**config.mk**
```make
export PLATFORM = sky130hd
export DESIGN_NAME = alu_sm_param
export DESIGN_NICKNAME = d
export VERILOG_FILES = /design/src/rtl/alu_sm_pkg.sv /design/src/rtl/alu_sm_addsub.sv /design/src/rtl/alu_sm_param.sv
export SDC_FILE = /design/constraint.sdc
export NUM_CORES = 1
export LEC_CHECK = 0
export ABC_CLOCK_PERIOD_IN_PS = 9140
export BUFFER_PORTS_ARGS = -buffer_cell sky130_fd_sc_hd__buf_2
export CAP_MARGIN = 20
export CORE_ASPECT_RATIO = 0.8
export CORE_MARGIN = 4
export CORE_UTILIZATION = 65
export CTS_BUF_LIST = sky130_fd_sc_hd__clkbuf_4 sky130_fd_sc_hd__clkbuf_8
export CTS_CLUSTER_DIAMETER = 80
export DETAILED_ROUTE_END_ITERATION = 16
export PLACE_DENSITY = 0.84
export SYNTH_ARGS = -nofsm -noshare
export SYNTH_HDL_FRONTEND = slang
export SYNTH_SLANG_ARGS = --single-unit
export TNS_END_PERCENT = 30
```
**constraint.sdc**
```tcl
create_clock -name clk -period 9.14 [get_ports clk]
set_clock_uncertainty 0.2 [all_clocks]
set_input_delay 1.371 -clock clk [delete_from_list [all_inputs] [get_ports clk]]
set_output_delay 1.371 -clock clk [all_outputs]
set_load 0.03 [all_outputs]
```
**src/rtl/alu_sm_pkg.sv**
```systemverilog
// alu_sm_pkg
// Shared types and constants for the parametrised sign-magnitude ALU:
//   - state_e : controller states (IDLE / EXEC / DONE)
//   - mode_e  : operation set selected by {b_en, a_en}
//   - opcode constants for set A, set B1 and set B2
//   - magnitudes of the +1 / +2 constants used by A-1 and B+2
// Optional feature macro used elsewhere in this slice: ALU_FLAGS_EN.
package alu_sm_pkg;

  typedef enum logic [1:0] {
    ST_IDLE = 2'd0,
    ST_EXEC = 2'd1,
    ST_DONE = 2'd2
  } state_e;

  // Encoded directly as {b_en, a_en} so the captured enables cast straight in.
  typedef enum logic [1:0] {
    MODE_NONE = 2'b00,
    MODE_A    = 2'b01,
    MODE_B1   = 2'b10,
    MODE_B2   = 2'b11
  } mode_e;

  // Set A opcodes
  localparam logic [2:0] A_ADD  = 3'd0;
  localparam logic [2:0] A_SUB  = 3'd1;
  localparam logic [2:0] A_XOR  = 3'd2;
  localparam logic [2:0] A_AND0 = 3'd3;
  localparam logic [2:0] A_AND1 = 3'd4;
  localparam logic [2:0] A_LOR  = 3'd5;
  localparam logic [2:0] A_XNOR = 3'd6;
  localparam logic [2:0] A_ZERO = 3'd7;

  // Set B1 opcodes
  localparam logic [1:0] B1_NAND = 2'd0;
  localparam logic [1:0] B1_ADD0 = 2'd1;
  localparam logic [1:0] B1_ADD1 = 2'd2;
  localparam logic [1:0] B1_ZERO = 2'd3;

  // Set B2 opcodes
  localparam logic [1:0] B2_XOR  = 2'd0;
  localparam logic [1:0] B2_XNOR = 2'd1;
  localparam logic [1:0] B2_DEC  = 2'd2;
  localparam logic [1:0] B2_INC2 = 2'd3;

  // Positive constants; sized to WIDTH at the point of use (WIDTH >= 3
  // guarantees both fit in the magnitude field with sign bit 0).
  localparam logic [1:0] POS_ONE_MAG = 2'd1;
  localparam logic [1:0] POS_TWO_MAG = 2'd2;

endpackage

```
**src/rtl/alu_sm_addsub.sv**
```systemverilog
// alu_sm_addsub
// Combinational sign-magnitude adder/subtractor.
// Ports:
//   a, b : WIDTH-bit sign-magnitude operands (MSB = sign)
//   sub  : 1 = compute a - b (sign of b inverted)
//   res  : {sign, magnitude[WIDTH-1:0]}; the magnitude keeps the carry bit
// A zero magnitude always yields sign 0, so -0 is never produced even when
// both inputs are negative zero.
module alu_sm_addsub
  import alu_sm_pkg::*;
#(
  parameter int WIDTH = 5
) (
  input  logic [WIDTH-1:0] a,
  input  logic [WIDTH-1:0] b,
  input  logic             sub,
  output logic [WIDTH:0]   res
);

  logic             sign_a;
  logic             sign_b;
  logic [WIDTH-1:0] mag_a;
  logic [WIDTH-1:0] mag_b;
  logic [WIDTH-1:0] mag;
  logic             sign;

  always_comb begin
    sign_a = a[WIDTH-1];
    sign_b = b[WIDTH-1] ^ sub;
    // One spare bit so a same-sign sum cannot overflow.
    mag_a  = {1'b0, a[WIDTH-2:0]};
    mag_b  = {1'b0, b[WIDTH-2:0]};
    mag    = '0;
    sign   = 1'b0;
    if (sign_a == sign_b) begin
      mag  = mag_a + mag_b;
      sign = sign_a;
    end else if (mag_a >= mag_b) begin
      mag  = mag_a - mag_b;
      sign = sign_a;
    end else begin
      mag  = mag_b - mag_a;
      sign = sign_b;
    end
    if (mag == '0) begin
      sign = 1'b0;
    end
    res = {sign, mag};
  end

endmodule

```
**src/rtl/alu_sm_param.sv**
```systemverilog
// alu_sm_param
// Single-issue, multi-cycle sign-magnitude ALU with valid/ready handshakes.
// Ports:
//   clk, rst_n            : clock (rising edge), async active-low reset
//   alu_en                : gates request acceptance only
//   in_valid / in_ready   : request handshake
//   a_en, b_en            : mode select, captured with the request
//   a_op (3b), b_op (2b)  : set A / set B opcodes
//   A, B (WIDTH)          : sign-magnitude operands
//   out_valid / out_ready : result handshake
//   C (WIDTH+1)           : {sign, magnitude} result
//   out_err               : request had a_en = b_en = 0
//   out_zero, out_ovf     : only when ALU_FLAGS_EN is defined
// Flow: IDLE --accept--> EXEC --(1 cycle)--> DONE --out_ready--> IDLE.
module alu_sm_param
  import alu_sm_pkg::*;
#(
  parameter int WIDTH = 5
) (
  input  logic             clk,
  input  logic             rst_n,
  input  logic             alu_en,
  input  logic             in_valid,
  output logic             in_ready,
  input  logic             a_en,
  input  logic             b_en,
  input  logic [2:0]       a_op,
  input  logic [1:0]       b_op,
  input  logic [WIDTH-1:0] A,
  input  logic [WIDTH-1:0] B,
  output logic             out_valid,
  input  logic             out_ready,
  output logic [WIDTH:0]   C,
  output logic             out_err
`ifdef ALU_FLAGS_EN
  ,
  output logic             out_zero,
  output logic             out_ovf
`endif
);

  localparam logic [WIDTH-1:0] ONE_C = WIDTH'(POS_ONE_MAG);
  localparam logic [WIDTH-1:0] TWO_C = WIDTH'(POS_TWO_MAG);

  state_e           state_q, state_d;
  logic [WIDTH-1:0] a_q, a_d;
  logic [WIDTH-1:0] b_q, b_d;
  logic [2:0]       a_op_q, a_op_d;
  logic [1:0]       b_op_q, b_op_d;
  logic             a_en_q, a_en_d;
  logic             b_en_q, b_en_d;
  logic [WIDTH:0]   c_q, c_d;
  logic             err_q, err_d;
  logic             valid_q, valid_d;
`ifdef ALU_FLAGS_EN
  logic             zero_q, zero_d;
  logic             ovf_q, ovf_d;
  logic             arith;
`endif

  // Operation mux signals
  mode_e            mode;
  logic [WIDTH-1:0] as_a;
  logic [WIDTH-1:0] as_b;
  logic             as_sub;
  logic [WIDTH:0]   as_res;
  logic [WIDTH:0]   res;
  logic             res_err;
  logic             lor;

  alu_sm_addsub #(.WIDTH(WIDTH)) u_addsub (
    .a   (as_a),
    .b   (as_b),
    .sub (as_sub),
    .res (as_res)
  );

  // Adder operand steering and result selection, from captured values only.
  always_comb begin
    mode    = mode_e'({b_en_q, a_en_q});
    as_a    = a_q;
    as_b    = b_q;
    as_sub  = 1'b0;
    res     = '0;
    res_err = 1'b0;
`ifdef ALU_FLAGS_EN
    arith   = 1'b0;
`endif
    // Logical OR looks at magnitudes so that -0 counts as zero.
    lor     = (|a_q[WIDTH-2:0]) | (|b_q[WIDTH-2:0]);
    case (mode)
      MODE_A: begin
        case (a_op_q)
          A_ADD, A_SUB: begin
            as_sub = (a_op_q == A_SUB);
            res    = as_res;
`ifdef ALU_FLAGS_EN
            arith  = 1'b1;
`endif
          end
          A_XOR:          res = {1'b0, a_q ^ b_q};
          A_AND0, A_AND1: res = {1'b0, a_q & b_q};
          A_LOR:          res = {{WIDTH{1'b0}}, lor};
          A_XNOR:         res = {1'b0, ~(a_q ^ b_q)};
          default:        res = '0;
        endcase
      end
      MODE_B1: begin
        case (b_op_q)
          B1_NAND: res = {1'b0, ~(a_q & b_q)};
          B1_ADD0, B1_ADD1: begin
            res   = as_res;
`ifdef ALU_FLAGS_EN
            arith = 1'b1;
`endif
          end
          default: res = '0;
        endcase
      end
      MODE_B2: begin
        case (b_op_q)
          B2_XOR:  res = {1'b0, a_q ^ b_q};
          B2_XNOR: res = {1'b0, ~(a_q ^ b_q)};
          B2_DEC: begin
            as_b   = ONE_C;
            as_sub = 1'b1;
            res    = as_res;
`ifdef ALU_FLAGS_EN
            arith  = 1'b1;
`endif
          end
          default: begin
            as_a  = b_q;
            as_b  = TWO_C;
            res   = as_res;
`ifdef ALU_FLAGS_EN
            arith = 1'b1;
`endif
          end
        endcase
      end
      default: begin
        res     = '0;
        res_err = 1'b1;
      end
    endcase
  end

  assign in_ready = alu_en && (state_q == ST_IDLE);

  // Next-state and register-update logic.
  always_comb begin
    state_d = state_q;
    a_d     = a_q;
    b_d     = b_q;
    a_op_d  = a_op_q;
    b_op_d  = b_op_q;
    a_en_d  = a_en_q;
    b_en_d  = b_en_q;
    c_d     = c_q;
    err_d   = err_q;
    valid_d = valid_q;
`ifdef ALU_FLAGS_EN
    zero_d  = zero_q;
    ovf_d   = ovf_q;
`endif
    case (state_q)
      ST_IDLE: begin
        if (in_valid && alu_en) begin
          a_d     = A;
          b_d     = B;
          a_op_d  = a_op;
          b_op_d  = b_op;
          a_en_d  = a_en;
          b_en_d  = b_en;
          state_d = ST_EXEC;
        end
      end
      ST_EXEC: begin
        c_d     = res;
        err_d   = res_err;
        valid_d = 1'b1;
`ifdef ALU_FLAGS_EN
        zero_d  = (res == '0);
        ovf_d   = arith && res[WIDTH-1];
`endif
        state_d = ST_DONE;
      end
      ST_DONE: begin
        if (out_ready) begin
          valid_d = 1'b0;
          state_d = ST_IDLE;
        end
      end
      default: state_d = ST_IDLE;
    endcase
  end

  always_ff @(posedge clk or negedge rst_n) begin
    if (!rst_n) begin
      state_q <= ST_IDLE;
      a_q     <= '0;
      b_q     <= '0;
      a_op_q  <= '0;
      b_op_q  <= '0;
      a_en_q  <= 1'b0;
      b_en_q  <= 1'b0;
      c_q     <= '0;
      err_q   <= 1'b0;
      valid_q <= 1'b0;
`ifdef ALU_FLAGS_EN
      zero_q  <= 1'b0;
      ovf_q   <= 1'b0;
`endif
    end else begin
      state_q <= state_d;
      a_q     <= a_d;
      b_q     <= b_d;
      a_op_q  <= a_op_d;
      b_op_q  <= b_op_d;
      a_en_q  <= a_en_d;
      b_en_q  <= b_en_d;
      c_q     <= c_d;
      err_q   <= err_d;
      valid_q <= valid_d;
`ifdef ALU_FLAGS_EN
      zero_q  <= zero_d;
      ovf_q   <= ovf_d;
`endif
    end
  end

  assign C         = c_q;
  assign out_err   = err_q;
  assign out_valid = valid_q;
`ifdef ALU_FLAGS_EN
  assign out_zero  = zero_q;
  assign out_ovf   = ovf_q;
`endif

endmodule
```
==> results.txt <==
The flow ran to the end, and the final reports show no timing, DRC or antenna violations. The unique cell type count in the Yosys netlist is 59, and the number of buffers added by the clock tree synthesis step is 3. The worst hold path belongs to the class flop to flop. For this run, the top clock speed supported by timing is 0.245 GHz. The residual overflow from global routing was 0; the via count of the first global-routing pass was 2018. Number of H-tree levels: 1. The source-to-sink clock delay at the later pin of the worst-skew pair is 0.28 ns, and the relative slew slack is 46.8%. For the global placement routability congestion, the log shows 0.935. Ranked by total cell area, the synthesized netlist is headed by dfrtp_1 (27%), ha_1 (11%), mux2_2 (8.6%). The switching share of power is 50.2%. The die covers 0.00486 mm^2.

Entering global routing, the biggest net connects 28 pins. In this run the worst path has a maximum fanout of 11. The largest delay contributor family on the critical path was simple AND/OR/NAND/NOR gates.

In this run, synthesis inferred 0 flip-flops with an integrated enable. In the global route stage, overall resource usage came out at 24.9%. Setup slack on the worst reg-to-reg path comes out at 5.06 ns. The floorplan has 19 rows. The tools report the required time of the critical path as 9.09 ns.

Wire length per cell after detailed routing: 17.6 um. The logs give 31 for the total I/O pin count and 0 for the number of hold violations in the final report. The iteration count of the initial detailed-routing pass is 5, and the pin slew with the least headroom to its limit is 0.798 ns.

At the end of the flow, the number of nets in the layout was 341. The per-cell via count in the routed design is 6.65, and the power dissipated by switching net loads is 0.429 mW. Sequential cells were found to cover 27.3% of the synthesized design area. For the via total after detailed routing, the log shows 2235. The critical path is of the flop to flop type. The hold-critical path depth works out to 2. The startpoint kind of the worst setup timing path was a flop.

Dividing the final minimum period by the clock period gives 44.6%. STA classifies the critical path endpoint as a flop. The number of antenna violations at the first check in global routing is 0.

Power share of the sequential group: 23.9%. The run gives 0 as the number of setup buffers added after CTS. The number of design rule violations left after detail routing was 0. Among all flip-flop cells after synthesis, the most frequent one is dfrtp_1.

The largest area contributor in the netlist was dfrtp_1. Leaving out fill and tap cells, the most frequent cell in the layout is buf_2. The clock network burns 8.0% of the power.

The number of nets in the synthesized netlist is 320. The logs give 0 for the number of hold buffers added after CTS and 0 ns for the aggregate negative setup slack. From synthesis to final layout, the design area changed by 6.37%. The longest clock path from root to sink contains 2 buffers.

For the count of maximum capacitance violations, the log shows 0. For this block, the routed nets add up to 5910 um of wire. The total power divided by cell area is 325 mW/mm^2, and the share of the synthesized area in the top cell type is 27.3%. The mapped netlist covers 0.00247 mm^2.

Input and output buffers added on the ports amount to 30. The violation count after the first detailed-routing iteration came out at 234. TritonCTS built the clock tree. The floorplan step set the die width to 77.0 um. Setup violations remaining at the end of the flow were counted as 0. Leakage power: 1.17 nW. After legalization and detailed placement, the total HPWL measured 4540 um. For this configuration, the core starts out at a cell density of 69.8%.

The height of the die came out at 63.2 um. Counting I/O delays and the setup requirement, the final critical path takes 4.08 ns. In this run the standard cell core region covers 0.00354 mm^2.

The run gives 0 as the number of cells upsized or downsized after cts. The highest ir drop seen on vdd was 176 uV. Counting flops and latches in the post-synthesis netlist gives 27. The share of cells above drive strength 1 works out to 23.1%. The critical path arrival is 4.03 ns, and the depth of the critical timing path with buffers and inverters included is 14. Counting flops with an async set or reset pin after synthesis yields a share of 100%. Measured in cells, the most critical reg-to-reg path has a length of 14. Setup repair after global routing left no endpoint under its margin. The detail route stage leaves a number of antenna-violating nets equal to 0.

Number of buffers and inverters on the critical path: 2. The synthesized area per cell was 9.03 um^2; the share of power burned in combinational logic was 68.2%. Power comes to 0.854 mW.

The library cells used most frequently in the layout, excluding fill and tap cells, are buf_2 (30), dfrtp_1 (27), nand2_1 (25). 0 antenna diodes ended up in the layout. The internal power of the cells totals 0.425 mW. The clock-pin slew on the worst setup and hold paths works out to 0.09 ns. The number of standard cells after synthesis was 274. The first global-routing pass estimated 9850 um of wire.

The slowest stage of the critical path is the dfrtp_1 cell. The tree built by TritonCTS fans out to 27 sinks. The number of pins with negative max-slew slack in the final report is 0.

Traced cell by cell, the critical path runs through inv_1, ha_1, nand4bb_4, nor2_1, a21o_1, inv_1, ha_1, nor2b_1, o31a_2, nor2_1, mux2_2, mux2_4, a221oi_2, o21ai_1. CTS placed an instance of clkbuf_8 at the clock tree root. The largest single stage delay on the critical path is 0.42 ns. Yosys printed 0 warnings.
-- area by class of cell --
class	count	area, um^2
tap	42	52.6
timing repair buffer	30	150
fill	276	911
clock buffer	3	41.3
inverter	19	71.3
clock inverter	1	5.00
sequential	27	676
multi-input combinational	214	1640
-- worst paths after layout --
kind,from,end
setup / recovery,b_op_q[0]$_DFFE_PN0P_,C[1]$_DFFE_PN0P_
setup reg to reg,b_op_q[0]$_DFFE_PN0P_,C[1]$_DFFE_PN0P_
max in group asynchronous,rst_n,b_q[1]$_DFFE_PN0P_
hold reg to reg,C[0]$_DFFE_PN0P_,C[0]$_DFFE_PN0P_
min in group asynchronous,rst_n,out_err$_DFFE_PN0P_
hold / removal,C[0]$_DFFE_PN0P_,C[0]$_DFFE_PN0P_
-- per-layer routing --
| layer | global-route usage (%) | vias to the layer above | wire length, um |
|---|---|---|---|
| met5 | 0 | - | 0 |
| met4 | 6.44 | 0 | 97 |
| met3 | 5.98 | 18 | 592 |
| met2 | 37.5 | 133 | 2590 |
| met1 | 35.9 | 1057 | 2630 |
| li1 | - | 1027 | - |
-- logic make-up after synthesis --
logic type,count (synthesis),share of synthesized area (%)
AND/OR/NAND/NOR,86,19.3
AO/OA/AOI/OAI,75,21.2
XOR/XNOR,6,2.12
flip-flops,27,27.3
multiplexers,23,10.5
buffers and inverters,33,6.58
adder cells (fa/ha/maj),24,13.1
-- power by group through the flow --
stage | Sequential [mW] | Clock [mW] | Combinational [mW]
floorplan | 0.205 | 0 | 0.450
global placement | 0.202 | 0 | 0.560
detailed placement | 0.205 | 0 | 0.561
CTS | 0.202 | 0.0693 | 0.565
global route | 0.211 | 0.0742 | 0.630
finish | 0.204 | 0.0681 | 0.582
-- synthesized netlist by cell type, types with 2 or more instances --
library cell  instances
a21o_1                2
o221ai_1              2
nor2b_1               6
buf_1                 2
ha_1                 21
xor2_1                4
nor3_1                6
nand2_1              25
and2_1                5
fa_1                  3
o21ai_0              13
dfrtp_1              27
nor4_1                4
mux2_2               19
nand2b_1              5
buf_6                 4
o211ai_1              2
xnor2_1               2
mux2i_1               3
o21ai_1               4
o31a_2                2
nor2_1               18
buf_4                 2
a21oi_1              18
nand4_1               2
a22o_1                2
nor3b_1               3
o22ai_1               6
a31oi_1               5
clkbuf_1              5
a22oi_1               6
inv_1                19
-- metrics by stage --
stage               worst slack [ns]  utilization (%)  instances  hold slack [ns]  area, um^2
floorplan                       5.43                -        274            0.295        2470
global placement                5.48             73.0        332            0.260        2580
detailed placement              5.19             73.0        332            0.278        2580
CTS                             5.16             74.3        336            0.299        2630
global route                    4.88             74.3        336            0.335        2630
finish                          5.06             74.3        336            0.293        2630
-- worst register-to-register path: stages (launching register included) --
cell,delay (ns)
dfrtp_1,0.42
inv_1,0.11
ha_1,0.35
nand4bb_4,0.34
nor2_1,0.18
a21o_1,0.23
inv_1,0.11
ha_1,0.20
nor2b_1,0.17
o31a_2,0.31
nor2_1,0.28
mux2_2,0.41
mux2_4,0.27
a221oi_2,0.28
o21ai_1,0.09
-- flip-flops by register name, indices dropped and copies added, names as in the netlist --
register and count:
b_en_q 1, out_valid 1, b_q 5, a_q 5, C 6, out_err 1, b_op_q 2, a_en_q 1
state_q 2, a_op_q 3
Power figures use the tool's default switching activity.
